==> src/rtl/resp_sig_pkg.sv <==
// rtl/resp_sig_pkg.sv - shared types and defaults for the response signature capture block
package resp_sig_pkg;

  typedef enum logic [1:0] {
    ST_IDLE  = 2'd0,
    ST_RUN   = 2'd1,
    ST_CHECK = 2'd2
  } state_e;

  localparam int          DEF_SIG_W = 32;
  localparam logic [31:0] DEF_POLY  = 32'h04C1_1DB7;
  localparam logic [31:0] DEF_SEED  = 32'hFFFF_FFFF;

endpackage

==> src/rtl/resp_misr_step.sv <==
// rtl/resp_misr_step.sv - one MISR step: fold the response bus into SIG_W bits, then shift with feedback
module resp_misr_step
  import resp_sig_pkg::*;
#(
  parameter int               DATA_W = 245,
  parameter int               SIG_W  = DEF_SIG_W,
  parameter logic [SIG_W-1:0] POLY   = DEF_POLY
) (
  input  logic [SIG_W-1:0]  sig_i,
  input  logic [DATA_W-1:0] y_i,
  output logic [SIG_W-1:0]  sig_o
);

  localparam int NSLICE = (DATA_W + SIG_W - 1) / SIG_W;

  logic [NSLICE*SIG_W-1:0] y_ext;
  logic [SIG_W-1:0]        fold;

  always_comb begin
    // Zero-extend so the top slice is padded rather than truncated.
    y_ext              = '0;
    y_ext[DATA_W-1:0]  = y_i;
    fold               = '0;
    for (int k = 0; k < NSLICE; k++) begin
      fold = fold ^ y_ext[k*SIG_W +: SIG_W];
    end
    sig_o = {sig_i[SIG_W-2:0], 1'b0} ^ (sig_i[SIG_W-1] ? POLY : '0) ^ fold;
  end

endmodule

==> src/rtl/resp_sig_capture.sv <==
// rtl/resp_sig_capture.sv - compacts a run of response vectors into a MISR signature and checks it
module resp_sig_capture
  import resp_sig_pkg::*;
#(
  parameter int               DATA_W = 245,
  parameter int               SIG_W  = DEF_SIG_W,
  parameter logic [SIG_W-1:0] POLY   = DEF_POLY,
  parameter logic [SIG_W-1:0] SEED   = DEF_SEED,
  parameter int               CNT_W  = 16
) (
  input  logic              clk,
  input  logic              rst_n,
  input  logic              start,
  input  logic              abort,
  input  logic [CNT_W-1:0]  num_vec,
  input  logic [SIG_W-1:0]  exp_sig,
  input  logic              y_valid,
  input  logic [DATA_W-1:0] y,
  output logic              busy,
  output logic              done,
  output logic              pass,
  output logic [SIG_W-1:0]  signature,
  output logic [CNT_W-1:0]  vec_count
);

  state_e             state_q, state_d;
  logic [SIG_W-1:0]   sig_q, sig_d, step_sig;
  logic [CNT_W-1:0]   cnt_q, cnt_d;
  logic [CNT_W-1:0]   num_q, num_d;
  logic [SIG_W-1:0]   exp_q, exp_d;
  logic               pass_q, pass_d;
  logic               done_q, done_d;

  resp_misr_step #(
    .DATA_W (DATA_W),
    .SIG_W  (SIG_W),
    .POLY   (POLY)
  ) u_step (
    .sig_i (sig_q),
    .y_i   (y),
    .sig_o (step_sig)
  );

  always_ff @(posedge clk or negedge rst_n) begin
    if (!rst_n) begin
      state_q <= ST_IDLE;
      sig_q   <= SEED;
      cnt_q   <= '0;
      num_q   <= '0;
      exp_q   <= '0;
      pass_q  <= 1'b0;
      done_q  <= 1'b0;
    end else begin
      state_q <= state_d;
      sig_q   <= sig_d;
      cnt_q   <= cnt_d;
      num_q   <= num_d;
      exp_q   <= exp_d;
      pass_q  <= pass_d;
      done_q  <= done_d;
    end
  end

  always_comb begin
    state_d = state_q;
    sig_d   = sig_q;
    cnt_d   = cnt_q;
    num_d   = num_q;
    exp_d   = exp_q;
    pass_d  = pass_q;
    done_d  = 1'b0;
    // Abort leaves signature, count and pass visible for post-mortem.
    if (abort) begin
      state_d = ST_IDLE;
    end else begin
      case (state_q)
        ST_IDLE: begin
          if (start) begin
            num_d   = num_vec;
            exp_d   = exp_sig;
            sig_d   = SEED;
            cnt_d   = '0;
            pass_d  = 1'b0;
            state_d = (num_vec == '0) ? ST_CHECK : ST_RUN;
          end
        end
        ST_RUN: begin
          if (y_valid) begin
            sig_d = step_sig;
            cnt_d = cnt_q + 1'b1;
            if (cnt_d == num_q) state_d = ST_CHECK;
          end
        end
        ST_CHECK: begin
          pass_d  = (sig_q == exp_q);
          done_d  = 1'b1;
          state_d = ST_IDLE;
        end
        default: state_d = ST_IDLE;
      endcase
    end
  end

  assign busy      = (state_q == ST_RUN) || (state_q == ST_CHECK);
  assign done      = done_q;
  assign pass      = pass_q;
  assign signature = sig_q;
  assign vec_count = cnt_q;

endmodule

==> config.mk <==
export PLATFORM = sky130hd
export DESIGN_NAME = resp_sig_capture
export DESIGN_NICKNAME = d
export VERILOG_FILES = /design/src/rtl/resp_sig_pkg.sv /design/src/rtl/resp_misr_step.sv /design/src/rtl/resp_sig_capture.sv
export SDC_FILE = /design/constraint.sdc
export NUM_CORES = 1
export LEC_CHECK = 0
export ABC_CLOCK_PERIOD_IN_PS = 4700
export BUFFER_PORTS_ARGS = -buffer_cell sky130_fd_sc_hd__buf_2
export CAP_MARGIN = 20
export CORE_UTILIZATION = 27
export DETAILED_ROUTE_END_ITERATION = 10
export PLACE_DENSITY = 0.6
export SLEW_MARGIN = 20
export SYNTH_ARGS = -nofsm -noshare
export SYNTH_HDL_FRONTEND = slang
export SYNTH_SLANG_ARGS = --single-unit
==> constraint.sdc <==
create_clock -name clk -period 4.7 [get_ports clk]
set_clock_uncertainty 0.1 [all_clocks]
set_input_delay 0 -clock clk [delete_from_list [all_inputs] [get_ports clk]]
set_output_delay 0 -clock clk [all_outputs]
set_load 0.005 [all_outputs]
# After elaboration in Yosys (flattened, before gate mapping)
# Index checks and enable logic that the tools add are counted.
# W data, S select, Z words.
# op_classes
reduce_logical	9
eq_ne	9
order_cmp	0
add_sub_neg	1
n_mul	0
mux	17
div	0
n_bitwise	10
shift	0
# op_table
operator	n
$xor A32 B32 Y32	8
$mux W32	2
$pmux W32 S2	1
$eq A32 B32 Y1	1
$mux W16	2
$pmux W16 S2	1
$xor A32 B21 Y32	1
$mux W27	1
$add A16 B1 Y16 const B	1
$eq A16 B16 Y1	1
$logic_not A16 Y1	1
$mux W2	5
$ne A3 B3 Y1 const B	3
$reduce_and A3 Y1	3
$ne A2 B2 Y1 const B	2
$pmux W2 S2	1
$reduce_and A4 Y1	1
$reduce_bool A2 Y1	2
$mux W1	3
$eq A2 B1 Y1 const B	1
$eq A2 B2 Y1 const B	1
$logic_not A2 Y1	1
$pmux W1 S2	1
$logic_or A1 B1 Y1	1
$not A1 Y1	1
# word_totals
output_inout_bits	51
rom_bits	0
latchBits	0
mem_count	0
in_bits	298
ram_bits	0
reg_bits	100

# Depth between registers and ports, before layout
# Gate-level depths: netlist (run 1).
# depth
word_depth	10
depth_mapped	11

# Cells and area by module
# From an unflattened synthesis (run 1), not the netlist that was laid out.
# hier_totals
hier_cells	634
hier_area_um2	7284.5
# by_module_without_submodules
module	area_per_inst_um2	instances	seq_area_each_um2	cells_each
resp_sig_capture	4820.9	1	2542.4	398
resp_misr_step	2463.6	1	0.0	236

# Least setup slack after synthesis (run 1)
# Ideal clock, no wire load.
# synth_timing
kind	reg-to-reg
startpoint	register cnt_q[0] (netlist: vec_count[0])
endpoint	register state_q[1]
period_less_slack_ns	2.465
t_arrival_ns	2.266
n_path_buf	1
stages_incl_launch_ff	10
slack_ns	2.235
required_time_ns	4.501
path_cell_list	dfrtp_1 -> ha_1 -> and4_1 -> buf_6 -> nand3_4 -> or3b_1 -> a32o_1 -> nor4_2 -> nand3_1 -> a311oi_1
# synth_via
elab_chain_cells	4
# synth_rtl
element	line_no	rtl
from (decl)	resp_sig_capture.sv:28	logic [CNT_W-1:0] cnt_q, cnt_d;
from (signal assigned)	resp_sig_capture.sv:56	cnt_q <= cnt_d;
$add A16 B1 Y16	resp_sig_capture.sv:90	cnt_d = cnt_q + 1'b1;
$eq A16 B16 Y1	resp_sig_capture.sv:91	if (cnt_d == num_q) state_d = ST_CHECK;
$ne A3 B3 Y1 (no source line)	n/a	
$reduce_and A3 Y1 (no source line)	n/a	
to (signal assigned)	resp_sig_capture.sv:54	state_q <= state_d;
to (decl)	resp_sig_capture.sv:26	state_e state_q, state_d;
# No other way between the ends.
# A chain may end at the register's enable or synchronous reset.

# Worst setup path after layout (run 1)
# Ends and elaborated chain as after synthesis.

==> flow_metrics.tcl, run 1 <==
set metrics [dict create \
    clock-sinks 100 \
    post_cts_buffers 0 \
    status "finished with violations" \
    relSlewSlack 0.327 \
    worst-setup-path-type "reg -> reg" \
    fin_crit_ns 3.01 \
    cpMaxStageDelayCell "dfrtp_1" \
    totalPowerFinal_w 0.00506 \
    pre_cts_ws_ns 1.76 \
    synth_cells 721 \
    dpl.hpwl_microns 17800 \
    setup-tns-final_ns 0 \
    ys_seq_elements 100 \
    rsz0062_at_grt "no" \
    post-route-period-util 0.640 \
    crit_cells 8 \
    crit_chain "ha_1, and4_1, nand3_4, or3b_1, a32o_1, nor4_2, nand3_1, a311oi_1" \
    finalWirelength_microns 22600 \
    multiInputGateArea_sq_um 4530 \
    min-delay-path-class "in -> reg" \
    hold_violations 0 \
    rr_worst_depth 8 \
    drt_iter0_drc 246 \
    yosysWarnings 0 \
    hold_ws_ns 0.0170 \
    synth.distinct_cells 54 \
    grt_pass1_wl_microns 35100 \
    cts-root-buf "clkbuf_16" \
    violations "DRC" \
    ff_latch_area_sq_um 2540 \
    worstPathRequired_ns 4.85 \
    fill_cells 2621 \
    cp_num_buf_inv 0 \
    max-vdd-ir-drop_v 0.000222 \
    max_freq_ghz 0.333 \
    grt_remaining_overflow 0 \
    port_buffers 348 \
    critPathMaxFanout 8 \
    slew_viol_final 0 \
    syn_to_final_growth_pct 41.2 \
    timing.final.ws_setup_ns 1.69 \
    synth_async_sr_flop_share 1.00 \
    ys_seq_area_frac 0.350 \
    syn-num-nets 1023 \
    r2r-end "state_q[1]" \
    place_congestion 0.882 \
    n_antenna_cell 0 \
    grt_pass1_vias 6514 \
    ys.flop_type "dfrtp_1" \
    chipHeight_microns 166 \
    p_per_area_nw_per_um2 493 \
    core_area_sq_um 26200 \
    syn_area_sq_um 7270 \
    first_pass_iters 7 \
    ff2ff_setup_slack_ns 1.69 \
    ios 349 \
    synth.avg_cell_area_sq_um 10.1 \
    slowest_delay_ns 0.50 \
    via_per_inst 4.43 \
    endpoint_kind "flip-flop" \
    initial_core_util 0.277 \
    critPathTopFamily "simple AND/OR/NAND/NOR gates" \
    die_area_sq_um 27600 \
    nNetsFinal 1422 \
    antenna_found_initial 0 \
    r2r-start "vec_count[0]" \
    clkTransAtPathRegs_ns 0.07 \
    wire_per_inst_microns 15.5 \
    ant_nets 0 \
    numCtsBuffers 9 \
    crit_path_end "state_q[1]" \
    htreeDepth 3 \
    synth-edff-count 0 \
    die_w_microns 166 \
    p_leak_nw 4.27 \
    vias 6471 \
    drc 9 \
    worst_setup_path_start_kind "flip-flop" \
    cap_viol_max_count 0 \
    cp-startpoint "vec_count[0]" \
    drive_above_1_share 0.409 \
    grt_usage 0.164 \
    worst_pin_slew_ns 1.01 \
    grt_max_degree 64 \
    row_count 59 \
    setup_viol 0 \
    cts_tree "built" \
    worstPathArrival_ns 3.16 \
    clk_latency_ns 0.35 \
    cts_max_path_buffers 2 \
]
state kept, by name, summed over array words and instances (netlist names):
name and count:
done 1, exp_q 32, num_q 16, pass 1
signature 32, state_q 2, vec_count 16
routing by layer:
| layer | GRT usage | routed length (microns) | up-vias |
|---|---|---|---|
| met1 | 0.198 | 9430 | 3056 |
| met5 | 0 | 0 | - |
| met4 | 0.0309 | 191 | 0 |
| met2 | 0.304 | 11900 | 207 |
| met3 | 0.0288 | 1090 | 12 |
| li1 | - | - | 3196 |
layout make-up:
class                   instances  share of cell area
repair buffers                416               0.235
flip-flops and latches        100               0.248
well taps                     335              0.0408
clock buffers                  10              0.0223
inverters                      10             0.00366
multi-input cells             583               0.442
clock inverters                 6             0.00866
cells in the mapped netlist (9+ instances only):
cell      count  share of area
a21oi_1      35          0.024
clkbuf_1     15         0.0077
dfrtp_1      68           0.23
dfstp_2      32           0.12
inv_1        10         0.0052
mux2_2       48          0.074
nand2_1      32          0.017
nand3_1       9         0.0062
nand4_1      14          0.012
nor2_1       47          0.024
nor4_1       12          0.010
o21ai_0      14         0.0096
xnor2_1     257           0.31
xor2_1       54          0.065
how the worst min path moves through the flow:
stage                      from            end  slack, ns  depth (start not counted)
after floorplan           rst_n           done      -0.40                          0
after global placement    rst_n      num_q[12]       0.07                          1
after detailed placement  rst_n      num_q[13]       0.06                          1
after CTS                 y[55]  signature[23]      0.002                          5
after global routing      y[55]  signature[23]       0.03                          5
final                     y[63]  signature[31]       0.02                          5
worst register-to-register path, cell delays in order (launching register included):
cell,delay [ns]
dfrtp_1,0.50
ha_1,0.30
and4_1,0.44
nand3_4,0.13
or3b_1,0.39
a32o_1,0.27
nor4_2,0.31
nand3_1,0.16
a311oi_1,0.30
kinds of logic (layout without fill, tap and decap cells):
kind of cell,count (synthesis),count (layout),share of synthesized area
XOR/XNOR,311,311,0.375
AND/OR/NAND/NOR,143,143,0.100
flip-flops,100,100,0.350
AO/OA/AOI/OAI,75,75,0.0639
multiplexers,50,50,0.0771
buffers and inverters,38,442,0.0274
adder cells (fa/ha/maj),4,4,0.00689
cells in the final DEF, fill, tap and decap left out, types with 2 or more instances in the layout:
master,synthesis,layout
or3_1,3,3
dfstp_2,32,32
bufinv_16,0,2
and4_1,3,3
ha_1,4,4
nor3_1,6,5
o31ai_1,8,8
clkbuf_16,0,9
a21oi_1,35,35
dfrtp_1,68,68
nand2_1,32,32
nor4_1,12,12
xnor2_1,257,257
nand3_1,9,9
dlygate4sd3_1,0,63
nand3b_1,2,2
xor2_1,54,54
a211oi_1,3,3
o21ai_0,14,14
a21boi_0,3,3
clkinvlp_4,0,2
mux2i_1,2,2
mux2_2,48,48
buf_4,3,6
nor2_1,47,47
buf_2,2,347
inv_1,10,10
nand4_1,14,14
through the flow:
stage,instances,util,instance area (sq um)
6_report,1460,0.392,10300
2_1_floorplan,721,-,7270
4_1_cts,1460,0.392,10300
3_3_place_gp,1381,0.355,9310
3_5_place_dp,1381,0.355,9310
5_1_grt,1460,0.392,10300
where the power goes:
group          total (W)  switching, W  internal [W]
Clock           0.000816      0.000348      0.000468
Sequential       0.00180      0.000466       0.00134
Combinational    0.00244       0.00113       0.00131
Total            0.00506       0.00194       0.00312
repair_timing:
item | 4_1_cts | 5_1_grt
resized for setup | 0 | 0
hold endpoints to repair | 110 | 0
endpoints found under the setup margin | 0 | 0
hold buffers | 63 | 0
Power figures use the tool's default switching activity.
==> run 2, diff against run 1 <==
--- a/config.mk
+++ b/config.mk
@@ -5,12 +5,12 @@
 export SDC_FILE = /design/constraint.sdc
 export NUM_CORES = 1
 export LEC_CHECK = 0
-export ABC_CLOCK_PERIOD_IN_PS = 4700
+export ABC_CLOCK_PERIOD_IN_PS = 2600
 export BUFFER_PORTS_ARGS = -buffer_cell sky130_fd_sc_hd__buf_2
 export CAP_MARGIN = 20
 export CORE_UTILIZATION = 27
 export DETAILED_ROUTE_END_ITERATION = 10
-export PLACE_DENSITY = 0.6
+export PLACE_DENSITY = 0.62
 export SLEW_MARGIN = 20
 export SYNTH_ARGS = -nofsm -noshare
 export SYNTH_HDL_FRONTEND = slang
==> constraint.sdc (replaced) <==
create_clock -name clk -period 2.6 [get_ports clk]
set_clock_uncertainty 0.1 [all_clocks]
set_input_delay 0 -clock clk [delete_from_list [all_inputs] [get_ports clk]]
set_output_delay 0 -clock clk [all_outputs]
set_load 0.005 [all_outputs]
==> flow_metrics.tcl, run 2 (synthesized netlist as in run 1, its figures left out) <==
set metrics [dict create \
    cp_num_buf_inv 1 \
    clk_latency_ns 0.36 \
    first_pass_iters 7 \
    endpoint_kind "flip-flop" \
    rsz0062_at_grt "no" \
    drive_above_1_share 0.427 \
    grt_pass1_wl_microns 34900 \
    clock-sinks 100 \
    ff_latch_area_sq_um 2550 \
    slowest_delay_ns 0.41 \
    nNetsFinal 1448 \
    relSlewSlack 0.543 \
    p_leak_nw 4.40 \
    p_int_w 0.00553 \
    r2r-start "state_q[0]" \
    totalPowerFinal_w 0.00909 \
    chipHeight_microns 166 \
    hold_depth 5 \
    post-route-period-util 0.949 \
    fin_crit_ns 2.47 \
    fill_cells 2599 \
    min-delay-path-class "in -> reg" \
    cap_viol_max_count 0 \
    p_clk_frac 0.150 \
    final_common_cell "buf_2" \
    drc 10 \
    antenna_found_initial 0 \
    hold_violations 0 \
    critPathTopFamily "compound AO/OA/AOI/OAI gates" \
    port_buffers 348 \
    pwr-share-seq 0.348 \
    status "finished with violations" \
    cts-root-buf "clkbuf_16" \
    p_sw_w 0.00356 \
    grt_remaining_overflow 0 \
    worst-setup-path-type "reg -> reg" \
    fin_cells 1486 \
    clkTransAtPathRegs_ns 0.08 \
    min_to "signature[11]" \
    grt_usage 0.164 \
    r2r-end "state_q[1]" \
    max_freq_ghz 0.405 \
    ant_nets 0 \
    place_congestion 0.855 \
    drt_iter0_drc 319 \
    worst_pin_slew_ns 0.686 \
    htreeDepth 3 \
    cts_max_path_buffers 2 \
    grt_max_degree 50 \
    syn_to_final_growth_pct 43.9 \
    die_area_sq_um 27600 \
    wire_per_inst_microns 15.3 \
    multiInputGateArea_sq_um 4540 \
    dpl.hpwl_microns 18000 \
    violations "DRC" \
    ios 349 \
    cts_tree "built" \
    ff2ff_setup_slack_ns 0.13 \
    rr_worst_depth 9 \
    initial_core_util 0.277 \
    layout_common_cells "buf_2 (347), xnor2_1 (257), dfrtp_1 (65), dlygate4sd3_1 (63), xor2_1 (54)" \
    row_count 59 \
    max-vdd-ir-drop_v 0.000419 \
    die_w_microns 166 \
    core_area_sq_um 26200 \
    vias 6520 \
    setup_viol 0 \
    worst_setup_path_start_kind "flip-flop" \
    finalWirelength_microns 22700 \
    p_per_area_nw_per_um2 869 \
    min-delay-start "y[11]" \
    numCtsBuffers 9 \
    critPathMaxFanout 4 \
    crit_chain "inv_1, ha_1, and2b_2, nor2_1, nand4_1, a2111o_1, a2111oi_2, nand3_1, a311oi_1" \
    pwr-share-comb 0.502 \
    cpMaxStageDelayCell "dfrtp_1" \
    via_per_inst 4.39 \
    n_antenna_cell 0 \
    worstPathArrival_ns 2.62 \
    dp_cells 1407 \
    sw_frac_of_total 0.392 \
    setup-tns-final_ns 0 \
    grt_pass1_vias 6581 \
    worstPathRequired_ns 2.75 \
    slew_viol_final 0 \
]
## run 2: repair_timing
item,CTS,global route
hold endpoints to repair,110,0
setup endpoints to repair,0,2
hold buffers,63,0
setup buffers,0,0
gates resized for setup,0,4
## run 2: layout make-up
cell class,count,area share
repair buffers,442,0.252
multi-input cells,583,0.434
inverters,10,0.00359
well taps,335,0.0401
clock buffers,9,0.0215
clock inverters,7,0.00598
flip-flops and latches,100,0.243
## run 2: power groups by stage
stage | Clock [W] | Sequential [W] | Combinational (W)
after floorplan | 0 | 0.00300 | 0.00310
after CTS | 0.00142 | 0.00319 | 0.00468
after global routing | 0.00146 | 0.00329 | 0.00504
after global placement | 0 | 0.00320 | 0.00452
final | 0.00136 | 0.00316 | 0.00457
after detailed placement | 0 | 0.00322 | 0.00457
## run 2: worst max-delay path by stage
stage | startpoint | end | slack, ns | cells past startpoint
6_report | state_q[0] | state_q[1] | 0.13 | 9
5_1_grt | state_q[0] | state_q[1] | 0.01 | 9
4_1_cts | vec_count[2] | state_q[1] | 0.09 | 8
3_5_place_dp | vec_count[3] | state_q[0] | 0.17 | 9
3_3_place_gp | vec_count[2] | state_q[1] | 0.16 | 8
2_1_floorplan | vec_count[0] | state_q[1] | 0.14 | 9
## run 2: worst reg2reg max path: cells and delay by family (launching register included)
| family | cells | cell delay (ns) |
|---|---|---|
| AOI/OAI and AO/OA | 3 | 1.04 |
| adders and majority gates | 1 | 0.21 |
| buffers and inverters | 1 | 0.08 |
| DFF | 1 | 0.41 |
| and+or+nand+nor | 4 | 0.52 |
## run 2: through the flow
step | util | worst slack (ns) | hold slack (ns) | area (sq um)
finish | 0.399 | 0.134 | 0.0123 | 10500
global route | 0.399 | 0.0123 | 0.0235 | 10500
CTS | 0.399 | 0.0890 | 0.00151 | 10500
detailed placement | 0.364 | 0.174 | -0.0112 | 9530
global placement | 0.364 | 0.160 | -0.00603 | 9530
floorplan | - | 0.135 | -0.396 | 7270
## run 2: per-layer routing
layer | share of wire | vias to the layer above | GRT usage
li1 | - | 3251 | -
met1 | 0.40 | 3045 | 0.187
met2 | 0.52 | 206 | 0.302
met3 | 0.053 | 18 | 0.0362
met4 | 0.018 | 0 | 0.0479
met5 | 0 | - | 0
==> run 3, diff against run 2 <==
--- a/config.mk
+++ b/config.mk
@@ -5,12 +5,12 @@
 export SDC_FILE = /design/constraint.sdc
 export NUM_CORES = 1
 export LEC_CHECK = 0
-export ABC_CLOCK_PERIOD_IN_PS = 2600
+export ABC_CLOCK_PERIOD_IN_PS = 3100
 export BUFFER_PORTS_ARGS = -buffer_cell sky130_fd_sc_hd__buf_2
 export CAP_MARGIN = 20
 export CORE_UTILIZATION = 27
 export DETAILED_ROUTE_END_ITERATION = 10
-export PLACE_DENSITY = 0.62
+export PLACE_DENSITY = 0.6
 export SLEW_MARGIN = 20
 export SYNTH_ARGS = -nofsm -noshare
 export SYNTH_HDL_FRONTEND = slang
==> constraint.sdc (replaced) <==
create_clock -name clk -period 3.1 [get_ports clk]
set_clock_uncertainty 0.1 [all_clocks]
set_input_delay 0 -clock clk [delete_from_list [all_inputs] [get_ports clk]]
set_output_delay 0 -clock clk [all_outputs]
set_load 0.005 [all_outputs]
==> flow_metrics.tcl, run 3 (synthesized netlist as in run 1, its figures left out) <==
set metrics [dict create \
    status "finished with violations" \
    violations "DRC" \
    via_per_inst 4.42 \
    cp_num_buf_inv 0 \
    finalWirelength_microns 22200 \
    setup-tns-final_ns 0 \
    max_freq_ghz 0.356 \
    critPathTopFamily "simple AND/OR/NAND/NOR gates" \
    grt_remaining_overflow 0 \
    n_antenna_cell 0 \
    die_w_microns 166 \
    fin_crit_ns 2.81 \
    cts_max_path_buffers 2 \
    clkTransAtPathRegs_ns 0.07 \
    hold_ws_ns 0.0109 \
    critPathMaxFanout 7 \
    grt_usage 0.160 \
    drt_iter0_drc 268 \
    worstPathRequired_ns 3.26 \
    ios 349 \
    nNetsFinal 1423 \
    worst-setup-path-type "reg -> reg" \
    ff2ff_setup_slack_ns 0.29 \
    p_sw_w 0.00296 \
    antenna_found_initial 0 \
    pwr-share-seq 0.361 \
    ant_nets 0 \
    worstPathArrival_ns 2.97 \
    cts-root-buf "clkbuf_16" \
    fill_cells 2626 \
    grt_max_degree 53 \
    timing.final.ws_setup_ns 0.289 \
    p_leak_nw 4.28 \
    p_clk_frac 0.147 \
    min_to "signature[26]" \
    r2r-end "state_q[1]" \
    worst_pin_slew_ns 0.693 \
    setup_viol 0 \
    port_buffers 348 \
    dpl.hpwl_microns 17700 \
    min-delay-start "y[58]" \
    chipHeight_microns 166 \
    endpoint_kind "flip-flop" \
    sw_frac_of_total 0.392 \
    clk_latency_ns 0.36 \
    post-route-period-util 0.907 \
    die_area_sq_um 27600 \
    hold_violations 0 \
    drive_above_1_share 0.412 \
    syn_to_final_growth_pct 40.9 \
    relSlewSlack 0.538 \
    numCtsBuffers 9 \
    slew_viol_final 0 \
    multiInputGateArea_sq_um 4530 \
    worst_setup_path_start_kind "flip-flop" \
    totalPowerFinal_w 0.00753 \
    cts_tree "built" \
    core_area_sq_um 26200 \
    htreeDepth 3 \
    first_pass_iters 8 \
    pre_cts_ws_ns 0.244 \
    clock-sinks 100 \
    p_per_area_nw_per_um2 736 \
    layout_common_cells "buf_2 (347), xnor2_1 (257), dfrtp_1 (68), dlygate4sd3_1 (61), xor2_1 (54)" \
    min-delay-path-class "in -> reg" \
    grt_pass1_vias 6450 \
    cpMaxStageDelayCell "dfrtp_1" \
    p_int_w 0.00458 \
    post_cts_buffers 0 \
    crit_chain "ha_1, and4_2, nand3_4, or3b_1, a32o_1, nor4_2, nand3_1, a311oi_1" \
    place_congestion 0.839 \
    rr_worst_depth 8 \
    dpl_cell_area_sq_um 9350 \
    ff_latch_area_sq_um 2540 \
    stdcell_area_sq_um 10200 \
    max-vdd-ir-drop_v 0.000297 \
    final_common_cell "buf_2" \
    grt_pass1_wl_microns 34200 \
    rsz0062_at_grt "no" \
    row_count 59 \
    hold_depth 5 \
    drc 9 \
    wire_per_inst_microns 15.2 \
    cap_viol_max_count 0 \
    pwr-share-comb 0.491 \
    vias 6463 \
    initial_core_util 0.277 \
    slowest_delay_ns 0.47 \
    r2r-start "vec_count[1]" \
]
## run 3: cell count changes in the layout (fill, tap and decap cells not counted), moves of 2 or more
cell           change
buf_4             -22
dfrtp_2            -3
dlygate4sd3_1      -2
dfrtp_1            +3
## run 3: worst max path at each step
stage | start | to | slack (ns) | depth (start not counted)
floorplan | vec_count[0] | state_q[1] | 0.64 | 9
global placement | vec_count[1] | state_q[1] | 0.30 | 8
detailed placement | vec_count[1] | state_q[1] | 0.24 | 8
CTS | vec_count[1] | state_q[1] | 0.22 | 8
global route | vec_count[1] | state_q[1] | 0.06 | 8
finish | vec_count[1] | state_q[1] | 0.29 | 8
## run 3: area by class of cell
cell class	count	share of cell area
Clock inverter	6	0.00513
Tap cell	335	0.0409
Sequential cell	100	0.248
Clock buffer	10	0.0224
Inverter	10	0.00367
Multi-Input combinational cell	583	0.443
Timing Repair Buffer	417	0.237
## run 3: power groups by stage
stage	Sequential (W)	Combinational (W)	Clock, W
floorplan	0.00252	0.00260	0
global placement	0.00275	0.00366	0
detailed placement	0.00276	0.00371	0
CTS	0.00275	0.00379	0.00116
global route	0.00283	0.00407	0.00121
finish	0.00272	0.00370	0.00111
## run 3: tightest hold or removal path: cells and delay by family
| kind | cells | cell delay (ns) |
|---|---|---|
| buffers and inverters | 1 | 0.08 |
| xor gates and xnor gates | 3 | 0.32 |
| AOI/OAI and AO/OA | 1 | 0.06 |
## run 3: timing repair
item / in CTS / in global routing
endpoints found under the hold margin: 94 / 0
gates resized for setup: 0 / 1
setup endpoints to repair: 0 / 1
hold buffers: 61 / 0
## run 3: per-stage QoR
stage / instances / util
after floorplan: 721 / -
after global placement: 1384 / 0.357
after detailed placement: 1384 / 0.357
after CTS: 1461 / 0.391
after global routing: 1461 / 0.391
final: 1461 / 0.391
## run 3: per-layer routing
layer | part of all wire | global-route usage | vias to the layer above
met4 | 0.0061 | 0.0252 | 0
met3 | 0.063 | 0.0338 | 9
met2 | 0.53 | 0.296 | 218
li1 | - | - | 3202
met1 | 0.40 | 0.191 | 3034
met5 | 0 | 0 | -
